===== src/rtl/jtframe_cen24_pkg.sv =====
// Shared types and decode constants for the 24 MHz clock-enable generator.
// The enable bundle is kept as one packed struct so it can be registered in a single step.
package jtframe_cen24_pkg;

  localparam logic [2:0] CNT6_LAST = 3'd5;

  // Phase points within the 8-clock 3 MHz period, relative to cen3 at 0
  localparam logic [2:0] PH3_B   = 3'd4;
  localparam logic [2:0] PH3_Q   = 3'd6;
  localparam logic [2:0] PH3_QB  = 3'd2;
  localparam logic [1:0] PH6_B   = 2'd2;
  localparam logic [3:0] PH1P5_B = 4'd8;
  localparam logic [2:0] PH8_B   = 3'd3;

  typedef struct packed {
    logic cen12;
    logic cen8;
    logic cen6;
    logic cen4;
    logic cen3;
    logic cen3q;
    logic cen1p5;
    logic cen12b;
    logic cen6b;
    logic cen3b;
    logic cen3qb;
    logic cen1p5b;
  } cen_t;

endpackage


===== src/rtl/jtframe_cen24.sv =====
// Clock-enable generator for a 24 MHz system clock: 12/8/6/4/3/1.5 MHz pulses
// plus quarter-period and 180-degree shifted variants, all registered.
module jtframe_cen24
  import jtframe_cen24_pkg::*;
(
  input  logic clk,
  input  logic rst,
  output logic cen12,
  output logic cen8,
  output logic cen6,
  output logic cen4,
  output logic cen3,
  output logic cen3q,
  output logic cen1p5,
  output logic cen12b,
  output logic cen6b,
  output logic cen3b,
  output logic cen3qb,
  output logic cen1p5b
);

  logic [3:0] cnt16_q, cnt16_d;
  logic [2:0] cnt6_q,  cnt6_d;
  cen_t       cen_q,   cen_d;

  // Binary divisors cover 2/4/8/16; the mod-6 counter covers 3 and 6
  always_comb begin
    cnt16_d = cnt16_q + 4'd1;
    cnt6_d  = (cnt6_q == CNT6_LAST) ? 3'd0 : cnt6_q + 3'd1;

    cen_d         = '0;
    cen_d.cen12   = ~cnt16_q[0];
    cen_d.cen12b  =  cnt16_q[0];
    cen_d.cen6    = (cnt16_q[1:0] == 2'd0);
    cen_d.cen6b   = (cnt16_q[1:0] == PH6_B);
    cen_d.cen3    = (cnt16_q[2:0] == 3'd0);
    cen_d.cen3b   = (cnt16_q[2:0] == PH3_B);
    cen_d.cen3q   = (cnt16_q[2:0] == PH3_Q);
    cen_d.cen3qb  = (cnt16_q[2:0] == PH3_QB);
    cen_d.cen1p5  = (cnt16_q == 4'd0);
    cen_d.cen1p5b = (cnt16_q == PH1P5_B);
    cen_d.cen8    = (cnt6_q == 3'd0) || (cnt6_q == PH8_B);
    cen_d.cen4    = (cnt6_q == 3'd0);
  end

  always_ff @(posedge clk) begin
    if (rst) begin
      cnt16_q <= '0;
      cnt6_q  <= '0;
      cen_q   <= '0;
    end else begin
      cnt16_q <= cnt16_d;
      cnt6_q  <= cnt6_d;
      cen_q   <= cen_d;
    end
  end

  assign cen12   = cen_q.cen12;
  assign cen8    = cen_q.cen8;
  assign cen6    = cen_q.cen6;
  assign cen4    = cen_q.cen4;
  assign cen3    = cen_q.cen3;
  assign cen3q   = cen_q.cen3q;
  assign cen1p5  = cen_q.cen1p5;
  assign cen12b  = cen_q.cen12b;
  assign cen6b   = cen_q.cen6b;
  assign cen3b   = cen_q.cen3b;
  assign cen3qb  = cen_q.cen3qb;
  assign cen1p5b = cen_q.cen1p5b;

endmodule


===== config.mk =====
export PLATFORM = sky130hd
export DESIGN_NAME = jtframe_cen24
export DESIGN_NICKNAME = d
export VERILOG_FILES = /design/src/rtl/jtframe_cen24_pkg.sv /design/src/rtl/jtframe_cen24.sv
export SDC_FILE = /design/constraint.sdc
export NUM_CORES = 1
export LEC_CHECK = 0
export ABC_AREA = 1
export CORE_MARGIN = 4
export CORE_UTILIZATION = 40
export DETAILED_ROUTE_END_ITERATION = 8
export PLACE_DENSITY = 0.68
export SYNTH_ARGS = -nofsm -noshare
export SYNTH_HDL_FRONTEND = slang
export SYNTH_SLANG_ARGS = --single-unit

===== constraint.sdc =====
create_clock -name clk -period 0.9 [get_ports clk]
set_input_delay 0.18 -clock clk [delete_from_list [all_inputs] [get_ports clk]]
set_output_delay 0.18 -clock clk [all_outputs]
set_load 0.005 [all_outputs]

==> results of run 1 <==
-- where the power goes --
| part | switching, uW | leakage [uW] | internal, uW |
|---|---|---|---|
| sequential | 41.5 | 0.000152 | 859 |
| combinational | 154 | 0.000275 | 159 |
| clock | 229 | 0.0000138 | 155 |
-- timing repair --
action,4_1_cts,5_1_grt
pin swaps,12,7
hold buffers,0,0
buffers inserted,3,0
gates resized for setup,78,21
setup endpoints to repair,25,26
-- cell usage in the layout, fill, tap and decap left out --
cell	netlist	final
buf_2	0	10
buf_4	0	8
buf_6	2	3
clkbuf_4	0	3
clkdlybuf4s50_1	0	1
dfxtp_1	18	9
dfxtp_2	0	6
dfxtp_4	0	3
ha_2	0	2
ha_4	0	6
inv_1	13	6
inv_2	0	6
inv_8	0	1
nand2_1	7	1
nand2_2	0	4
nand2_4	0	2
nand3_2	1	1
nand4_1	1	1
nor2_1	9	6
nor2_2	1	4
nor3_1	6	1
nor3_2	0	5
o21ai_1	0	1
xnor2_2	0	1
-- cell type report --
cell class              instances  area share (%)
clock buffers                   3           2.244
inverters                      13           5.611
multi-input cells              35           37.03
flip-flops and latches         18           37.78
well taps                      16           1.995
repair buffers                 22           15.34
-- synthesized netlist by cell type --
master / n / area (um^2)
nor2_1: 9 / 33.78
buf_6: 2 / 22.52
nor2_2: 1 / 6.260
dfxtp_1: 18 / 360.4
nand3_2: 1 / 10.01
o21ai_0: 1 / 5.000
nor3_1: 6 / 30.03
ha_1: 8 / 100.1
nand4_1: 1 / 6.260
xnor2_1: 1 / 8.760
inv_1: 13 / 48.80
nand2_1: 7 / 26.28
-- worst max-delay path by stage --
| stage | from | cells past startpoint | endpoint | slack (ns) |
|---|---|---|---|---|
| finish | cnt16_q[1]$_SDFF_PP0_ | 6 | cnt16_q[3]$_SDFF_PP0_ | -0.05 |
| global route | cnt16_q[0]$_SDFF_PP0_ | 6 | cnt16_q[3]$_SDFF_PP0_ | -0.08 |
| CTS | cnt16_q[0]$_SDFF_PP0_ | 5 | cnt16_q[1]$_SDFF_PP0_ | -0.04 |
| detailed placement | rst | 3 | cen3b$_SDFF_PP0_ | -0.24 |
| global placement | rst | 3 | cen3b$_SDFF_PP0_ | -0.19 |
| floorplan | cnt16_q[0]$_SDFF_PP0_ | 4 | cnt16_q[1]$_SDFF_PP0_ | 0.01 |
-- cell families (layout without fill, tap and decap cells) --
| kind of cell | count (synthesis) | count (layout) | synth area share [%] |
|---|---|---|---|
| AO/OA/AOI/OAI | 1 | 1 | 0.7597 |
| XOR/XNOR | 1 | 1 | 1.331 |
| adder cells (fa/ha/maj) | 8 | 8 | 15.21 |
| buffers and inverters | 15 | 38 | 10.84 |
| flip-flops | 18 | 18 | 54.75 |
| AND/OR/NAND/NOR | 25 | 25 | 17.11 |
-- routing by layer --
metal  vias to the layer above  part of all wire, %
met5                         -                    0
met4                         0                  2.3
met3                         5                  5.5
met2                        21                   53
met1                       224                   39
li1                        252                    -
-- stage by stage --
step                      cell area (um^2)  utilization, %  setup TNS, ns  total power, uW
final                                 1003           65.85       -0.09365             1598
after global routing                  1003           65.85        -0.5712             1674
after CTS                            937.1           61.49       -0.09719             1557
after detailed placement             834.6           54.76         -3.840             1132
after global placement               834.6           54.76         -3.305             1121
after floorplan                      661.9               -              0             1012
==> results.sh, run 1 <==
export IMPL_status="complete, but fails checks"
export IMPL_violations="setup timing"
export IMPL_layout_cells_non_filler=107
export IMPL_path_clk_slew_ns=0.10
export IMPL_reg2reg_to="cnt16_q[3]$_SDFF_PP0_"
export IMPL_cts_htree_levels=1
export IMPL_crit_path_cell_trace="buf_4 -> buf_4 -> nand3_2 -> nand2_1 -> nand2_2 -> nor2_2"
export IMPL_cp_num_buf_inv=2
export IMPL_rsz0062_at_grt="true"
export IMPL_cp_start_kind="flip-flop"
export IMPL_slew_viol_final=0
export IMPL_fin_crit_ns=0.9472
export IMPL_dp_cells=101
export IMPL_grt_met1_usage_pct=10.61
export IMPL_cp_common_cell="buf_4"
export IMPL_synth_warnings=0
export IMPL_top_regs="cnt16_q (4), cnt6_q (3)"
export IMPL_cts_buffers=3
export IMPL_gp_congestion=0.7786
export IMPL_vdd_drop_max_v=0.001075
export IMPL_multi_input_area_um2=371.6
export IMPL_initial_core_util_pct=43.19
export IMPL_slew_headroom_pct=85.50
export IMPL_syn_num_nets=78
export IMPL_drive_above_1_share_pct=71.43
export IMPL_largest_register_ffs=4
export IMPL_worst_pin_slew_ns=0.2173
export IMPL_required_ns=1.09
export IMPL_min_to="cen1p5$_SDFF_PP0_"
export IMPL_core_area_um2=1524
export IMPL_period_share_pct=105.2
export IMPL_ys_seq_elements=18
export IMPL_port_buffers=13
export IMPL_io_pins=14
export IMPL_final_seq_area_um2=379.1
export IMPL_row_count=14
export IMPL_pre_cts_slack_ns=-0.2433
export IMPL_n_antenna_cell=0
export IMPL_syn_area_um2=658.1
export IMPL_drt_total_wl_um=1217
export IMPL_clock_skew_ns=0.0006780
export IMPL_hpwlAfterDp_um=773.6
export IMPL_nFillCells=119
export IMPL_detail_route_antenna_nets=0
export IMPL_routed_via_density=4.692
export IMPL_slowest_stage="dfxtp_4"
export IMPL_vias=502
export IMPL_path_max_fanout=4
export IMPL_grt_pass1_wl_um=1973
export IMPL_syn_to_final_growth_pct=52.47
export IMPL_fin_ws_ns=-0.04717
export IMPL_cts_sinks=18
export IMPL_synth_distinct_cells=12
export IMPL_antenna_found_initial=0
export IMPL_seq_area_frac_synth_pct=54.75
export IMPL_power_density_nw_per_um2=1592
export IMPL_cpLargestDelayFamily="flip-flops"
export IMPL_final_nets=103
export IMPL_hold_violations=0
export IMPL_cp_slowest_stage_delay_ns=0.38
export IMPL_grt_usage_pct=10.89
export IMPL_grt_max_degree=10
export IMPL_wl_per_cell_um=11.37
export IMPL_setup_violations=4
export IMPL_hp_class="flip-flop to flip-flop"
export IMPL_ff2ff_setup_slack_ns=-0.05
export IMPL_dr_pass1_iters=4
export IMPL_critical_path_arrival_ns=1.13
export IMPL_worstHoldPathCells=1
export IMPL_drc=0
export IMPL_max_cap_violations=0
export IMPL_dieArea_um2=2358
export IMPL_syn_area_per_cell_um2=9.678
export IMPL_die_h_um=48.56
export IMPL_fmax_mhz=1056
export IMPL_clk_latency_ns=0.28
export IMPL_cts_tree="built"
export IMPL_grt_busiest_layer="met2"
export IMPL_grt_pass1_vias=470
export IMPL_grt_use_met2_pct=19.57
export IMPL_r2r_start="cnt16_q[1]$_SDFF_PP0_"
export IMPL_dieWidth_um=48.56
export IMPL_r2r_cells=6
export IMPL_cts_root_buf="clkbuf_4"
export IMPL_power_leakage_uw=0.0004405
export IMPL_critPathCaptureType="flip-flop"
export IMPL_crit_type="flip-flop to flip-flop"
export IMPL_regMostFlops="cnt16_q"
export IMPL_grt_overflow=0
export IMPL_hold_ws_ns=0.4452
export IMPL_cts_path_max_buffers=2
export IMPL_synth_cells=68
export IMPL_hp_start="cnt16_q[3]$_SDFF_PP0_"
export IMPL_gr_usage_met3_pct=3.374
export IMPL_first_iter_violations=5
(Power assumes the default switching activity.)
==> run 2: changes to the inputs <==
--- a/config.mk
+++ b/config.mk
@@ -10,6 +10,7 @@
 export CORE_UTILIZATION = 40
 export DETAILED_ROUTE_END_ITERATION = 8
 export PLACE_DENSITY = 0.68
+export SETUP_SLACK_MARGIN = 0.1
 export SYNTH_ARGS = -nofsm -noshare
 export SYNTH_HDL_FRONTEND = slang
 export SYNTH_SLANG_ARGS = --single-unit
==> results.sh, run 2 (synthesis gave the netlist of run 1 again) <==
export IMPL_cpLargestDelayFamily="flip-flops"
export IMPL_power_density_nw_per_um2=1677
export IMPL_grt_overflow=0
export IMPL_grt_max_degree=13
export IMPL_gp_congestion=0.6893
export IMPL_violations="setup timing"
export IMPL_regMostFlops="cnt16_q"
export IMPL_cts_path_max_buffers=2
export IMPL_period_share_pct=107.0
export IMPL_die_h_um=48.56
export IMPL_top_regs="cnt16_q (4), cnt6_q (3)"
export IMPL_multi_input_area_um2=394.1
export IMPL_detail_route_antenna_nets=0
export IMPL_final_util_pct=67.73
export IMPL_vias=490
export IMPL_path_clk_slew_ns=0.10
export IMPL_max_cap_violations=0
export IMPL_crit_type="flip-flop to flip-flop"
export IMPL_dieArea_um2=2358
export IMPL_slowest_stage="dfxtp_4"
export IMPL_grt_usage_pct=11.64
export IMPL_row_count=14
export IMPL_n_antenna_cell=0
export IMPL_port_buffers=13
export IMPL_crit_path_cell_trace="buf_12 -> clkinv_8 -> ha_4 -> inv_2 -> nor2_2"
export IMPL_fin_crit_ns=0.9631
export IMPL_worst_pin_slew_ns=0.2070
export IMPL_io_pins=14
export IMPL_hold_violations=0
export IMPL_drc=0
export IMPL_design_area_um2=1032
export IMPL_first_iter_violations=8
export IMPL_critPathCaptureType="flip-flop"
export IMPL_cts_buffers=3
export IMPL_routed_via_density=4.667
export IMPL_path_max_fanout=4
export IMPL_dieWidth_um=48.56
export IMPL_cp_start_kind="flip-flop"
export IMPL_cts_tree="built"
export IMPL_hold_ws_ns=0.4804
export IMPL_power_leakage_uw=0.0004409
export IMPL_fin_ws_ns=-0.06306
export IMPL_setup_violations=13
export IMPL_final_nets=100
export IMPL_fmax_mhz=1038
export IMPL_grt_pass1_vias=500
export IMPL_vdd_drop_max_v=0.001095
export IMPL_largest_register_ffs=4
export IMPL_nFillCells=108
export IMPL_cp_num_buf_inv=3
export IMPL_final_cell_mix="12 x dfxtp_1, 11 x buf_2, 8 x ha_4, 7 x nor2_1, 6 x nor3_2"
export IMPL_final_seq_area_um2=372.9
export IMPL_drive_above_1_share_pct=67.42
export IMPL_cp_slowest_stage_delay_ns=0.37
export IMPL_wl_per_cell_um=11.61
export IMPL_cts_root_buf="clkbuf_4"
export IMPL_placed_cell_area_um2=893.4
export IMPL_grt_pass1_wl_um=2090
export IMPL_status="complete, but fails checks"
export IMPL_tns_ns=-0.2720
export IMPL_slew_headroom_pct=86.19
export IMPL_hpwlAfterDp_um=723.9
export IMPL_core_area_um2=1524
export IMPL_drt_total_wl_um=1219
export IMPL_dr_pass1_iters=4
export IMPL_initial_core_util_pct=43.19
export IMPL_final_common_cell="dfxtp_1"
export IMPL_cts_sinks=18
export IMPL_required_ns=1.14
export IMPL_critical_path_arrival_ns=1.20
export IMPL_rsz0062_at_grt="true"
export IMPL_antenna_found_initial=0
export IMPL_clock_skew_ns=0.005047
export IMPL_clk_latency_ns=0.30
export IMPL_hp_class="flip-flop to flip-flop"
export IMPL_syn_to_final_growth_pct=56.84
export IMPL_slew_viol_final=0
export IMPL_pre_cts_slack_ns=-0.1365
export IMPL_cts_htree_levels=1
[run 2: metrics by stage]
| stage | power [uW] | instances |
|---|---|---|
| after global placement | 1159 | 99 |
| after floorplan | 1043 | 68 |
| after CTS | 1706 | 104 |
| after detailed placement | 1163 | 99 |
| final | 1731 | 105 |
| after global routing | 1835 | 105 |
[run 2: final timing paths]
path,startpoint,end,slack (ns),cells after the start
worst max-delay path,cnt16_q[0]$_SDFF_PP0_,cnt16_q[1]$_SDFF_PP0_,-0.06,5
worst min-delay path,cnt16_q[3]$_SDFF_PP0_,cen1p5$_SDFF_PP0_,0.48,1
worst max register to register,cnt16_q[0]$_SDFF_PP0_,cnt16_q[1]$_SDFF_PP0_,-0.06,5
worst min register to register,cnt16_q[3]$_SDFF_PP0_,cen1p5$_SDFF_PP0_,0.48,1
[run 2: per-layer routing]
| metal | vias to the layer above | track usage (%) | share of wire (%) |
|---|---|---|---|
| met2 | 17 | 18.48 | 50 |
| met5 | - | 0 | 0 |
| met3 | 4 | 5.828 | 6.9 |
| met1 | 221 | 11.89 | 40 |
| met4 | 0 | 7.623 | 3.4 |
| li1 | 248 | - | - |
[run 2: area by class of cell]
class | count | share of cell area [%]
repair buffers | 19 | 13.33
flip-flops and latches | 18 | 36.12
inverters | 13 | 6.909
multi-input cells | 35 | 38.18
clock buffers | 4 | 3.515
well taps | 16 | 1.939
[run 2: power breakdown]
part           total, uW  switching, uW  internal (uW)
Combinational        334            163            171
Sequential           906           49.6            857
Clock                490            243            247
Total               1730            456           1270
[run 2: what timing repair did]
item                       in CTS  in global routing
setup endpoints to repair      28                 28
buffers inserted                1                  1
hold buffers                    0                  0
hold endpoints to repair        0                  0
resized for setup              79                  7
pin swaps                      13                  3
==> run 3: changes to the inputs <==
==> constraint.sdc (replaced) <==
create_clock -name clk -period 0.9 [get_ports clk]
set_input_delay 0.09 -clock clk [delete_from_list [all_inputs] [get_ports clk]]
set_output_delay 0.09 -clock clk [all_outputs]
set_load 0.005 [all_outputs]
==> results.sh, run 3 (synthesis gave the netlist of run 1 again) <==
export IMPL_status="complete, but fails checks"
export IMPL_violations="setup timing"
export IMPL_cp_slowest_stage_delay_ns=0.35
export IMPL_path_clk_slew_ns=0.10
export IMPL_vdd_drop_max_v=0.001380
export IMPL_grt_usage_pct=11.05
export IMPL_syn_to_final_growth_pct=49.43
export IMPL_cpLargestDelayFamily="flip-flops"
export IMPL_placed_cell_area_um2=873.3
export IMPL_detail_route_antenna_nets=0
export IMPL_gp_congestion=0.7358
export IMPL_setup_violations=13
export IMPL_wl_per_cell_um=10.95
export IMPL_path_max_fanout=4
export IMPL_hp_start="cnt16_q[3]$_SDFF_PP0_"
export IMPL_final_common_cell="dfxtp_1"
export IMPL_cts_root_buf="clkbuf_4"
export IMPL_r2r_start="cnt16_q[0]$_SDFF_PP0_"
export IMPL_slew_headroom_pct=86.49
export IMPL_design_area_um2=983.4
export IMPL_slowest_stage="dfxtp_4"
export IMPL_vias=464
export IMPL_cp_num_buf_inv=2
export IMPL_core_area_um2=1524
export IMPL_critPathCaptureType="flip-flop"
export IMPL_required_ns=1.08
export IMPL_finalPower_uw=1666
export IMPL_hold_violations=0
export IMPL_row_count=14
export IMPL_clk_latency_ns=0.28
export IMPL_period_share_pct=112.4
export IMPL_grt_met1_usage_pct=12.02
export IMPL_antenna_found_initial=0
export IMPL_initial_core_util_pct=43.19
export IMPL_grt_use_met2_pct=16.52
export IMPL_regMostFlops="cnt16_q"
export IMPL_drt_total_wl_um=1139
export IMPL_dieArea_um2=2358
export IMPL_cts_htree_levels=1
export IMPL_fin_crit_ns=1.012
export IMPL_final_cell_mix="11 x dfxtp_1, 9 x buf_2, 8 x nor2_1, 7 x inv_1, 7 x ha_4"
export IMPL_power_leakage_uw=0.0004340
export IMPL_grt_max_degree=13
export IMPL_drc=0
export IMPL_clock_skew_ns=0.003721
export IMPL_dieWidth_um=48.56
export IMPL_power_switching_share_pct=24.96
export IMPL_port_buffers=13
export IMPL_hpwlAfterDp_um=790.1
export IMPL_drive_above_1_share_pct=61.36
export IMPL_final_nets=99
export IMPL_cts_buffers=3
export IMPL_clkPwrFrac_pct=28.4
export IMPL_cts_sinks=18
export IMPL_power_frac_seq_pct=54.6
export IMPL_grt_busiest_layer="met2"
export IMPL_hold_buffers=0
export IMPL_routed_via_density=4.462
export IMPL_hp_class="flip-flop to flip-flop"
export IMPL_largest_register_ffs=4
export IMPL_fin_ws_ns=-0.1120
export IMPL_hold_ws_ns=0.4645
export IMPL_slew_viol_final=0
export IMPL_cp_common_cell="buf_6"
export IMPL_crit_type="flip-flop to flip-flop"
export IMPL_layout_cells_non_filler=104
export IMPL_p_switching_uw=415.7
export IMPL_crit_path_cell_trace="buf_6 -> buf_6 -> ha_4 -> xnor2_2 -> nor2_1"
export IMPL_startpoint="cnt16_q[0]$_SDFF_PP0_"
export IMPL_max_cap_violations=0
export IMPL_power_density_nw_per_um2=1694
export IMPL_grt_overflow=0
export IMPL_dp_cells=98
export IMPL_critical_path_arrival_ns=1.20
export IMPL_p_int_uw=1250
export IMPL_grt_pass1_wl_um=2014
export IMPL_final_util_pct=64.53
export IMPL_cp_start_kind="flip-flop"
export IMPL_top_regs="cnt16_q (4), cnt6_q (3)"
export IMPL_first_iter_violations=5
export IMPL_n_antenna_cell=0
export IMPL_io_pins=14
export IMPL_fmax_mhz=988.1
export IMPL_rsz0062_at_grt="true"
export IMPL_combinationalPowerShare_pct=17.0
export IMPL_gr_usage_met3_pct=6.135
export IMPL_die_h_um=48.56
export IMPL_dr_pass1_iters=3
export IMPL_worst_pin_slew_ns=0.2027
export IMPL_cts_tree="built"
export IMPL_cts_path_max_buffers=2
export IMPL_grt_pass1_vias=469
## run 3: cell types whose count changed in the layout (fill, tap and decap cells not counted), moves of 2 or more
cell,previous run,this run
nor3_1,0,4
nor3_2,6,2
buf_6,2,5
inv_1,4,7
buf_2,11,9
dfxtp_4,2,4
nand2_2,2,4
## run 3: path summary, 6_finish.rpt
| kind | slack [ns] | endpoint | depth (start not counted) |
|---|---|---|---|
| setup / recovery | -0.11 | cnt16_q[2]$_SDFF_PP0_ | 5 |
| hold / removal | 0.46 | cen1p5$_SDFF_PP0_ | 1 |
| setup reg to reg | -0.11 | cnt16_q[2]$_SDFF_PP0_ | 5 |
| hold reg to reg | 0.46 | cen1p5$_SDFF_PP0_ | 1 |
## run 3: layout make-up
type	instances	area, um^2
Timing Repair Buffer	18	133.9
Tap cell	16	20.02
Sequential cell	18	379.1
Multi-Input combinational cell	35	357.8
Clock buffer	4	36.28
Fill cell	120	540.5
Inverter	13	56.30
## run 3: layer usage
metal	vias up	part of all wire, %
met5	-	0
met4	0	2.6
met3	4	8.9
met2	13	48
met1	202	41
li1	245	-
## run 3: repair_timing
item | CTS | global route
resized for setup | 67 | 10
setup endpoints to repair | 28 | 28
pin swaps | 6 | 5
setup buffers | 1 | 1
## run 3: power by group through the flow
stage               Clock, uW  Combinational, uW  Sequential [uW]
floorplan                   0                124              919
global placement            0                221              920
detailed placement          0                232              923
CTS                       491                258              908
global route              526                319              918
finish                    474                283              909
## run 3: metrics by stage
stage | setup TNS, ns | setup WS (ns)
after CTS | -0.6259 | -0.1300
after global routing | -1.031 | -0.1718
final | -0.5142 | -0.1120
after detailed placement | -0.7706 | -0.07743
after global placement | -0.6380 | -0.05200
after floorplan | 0 | 0.04230
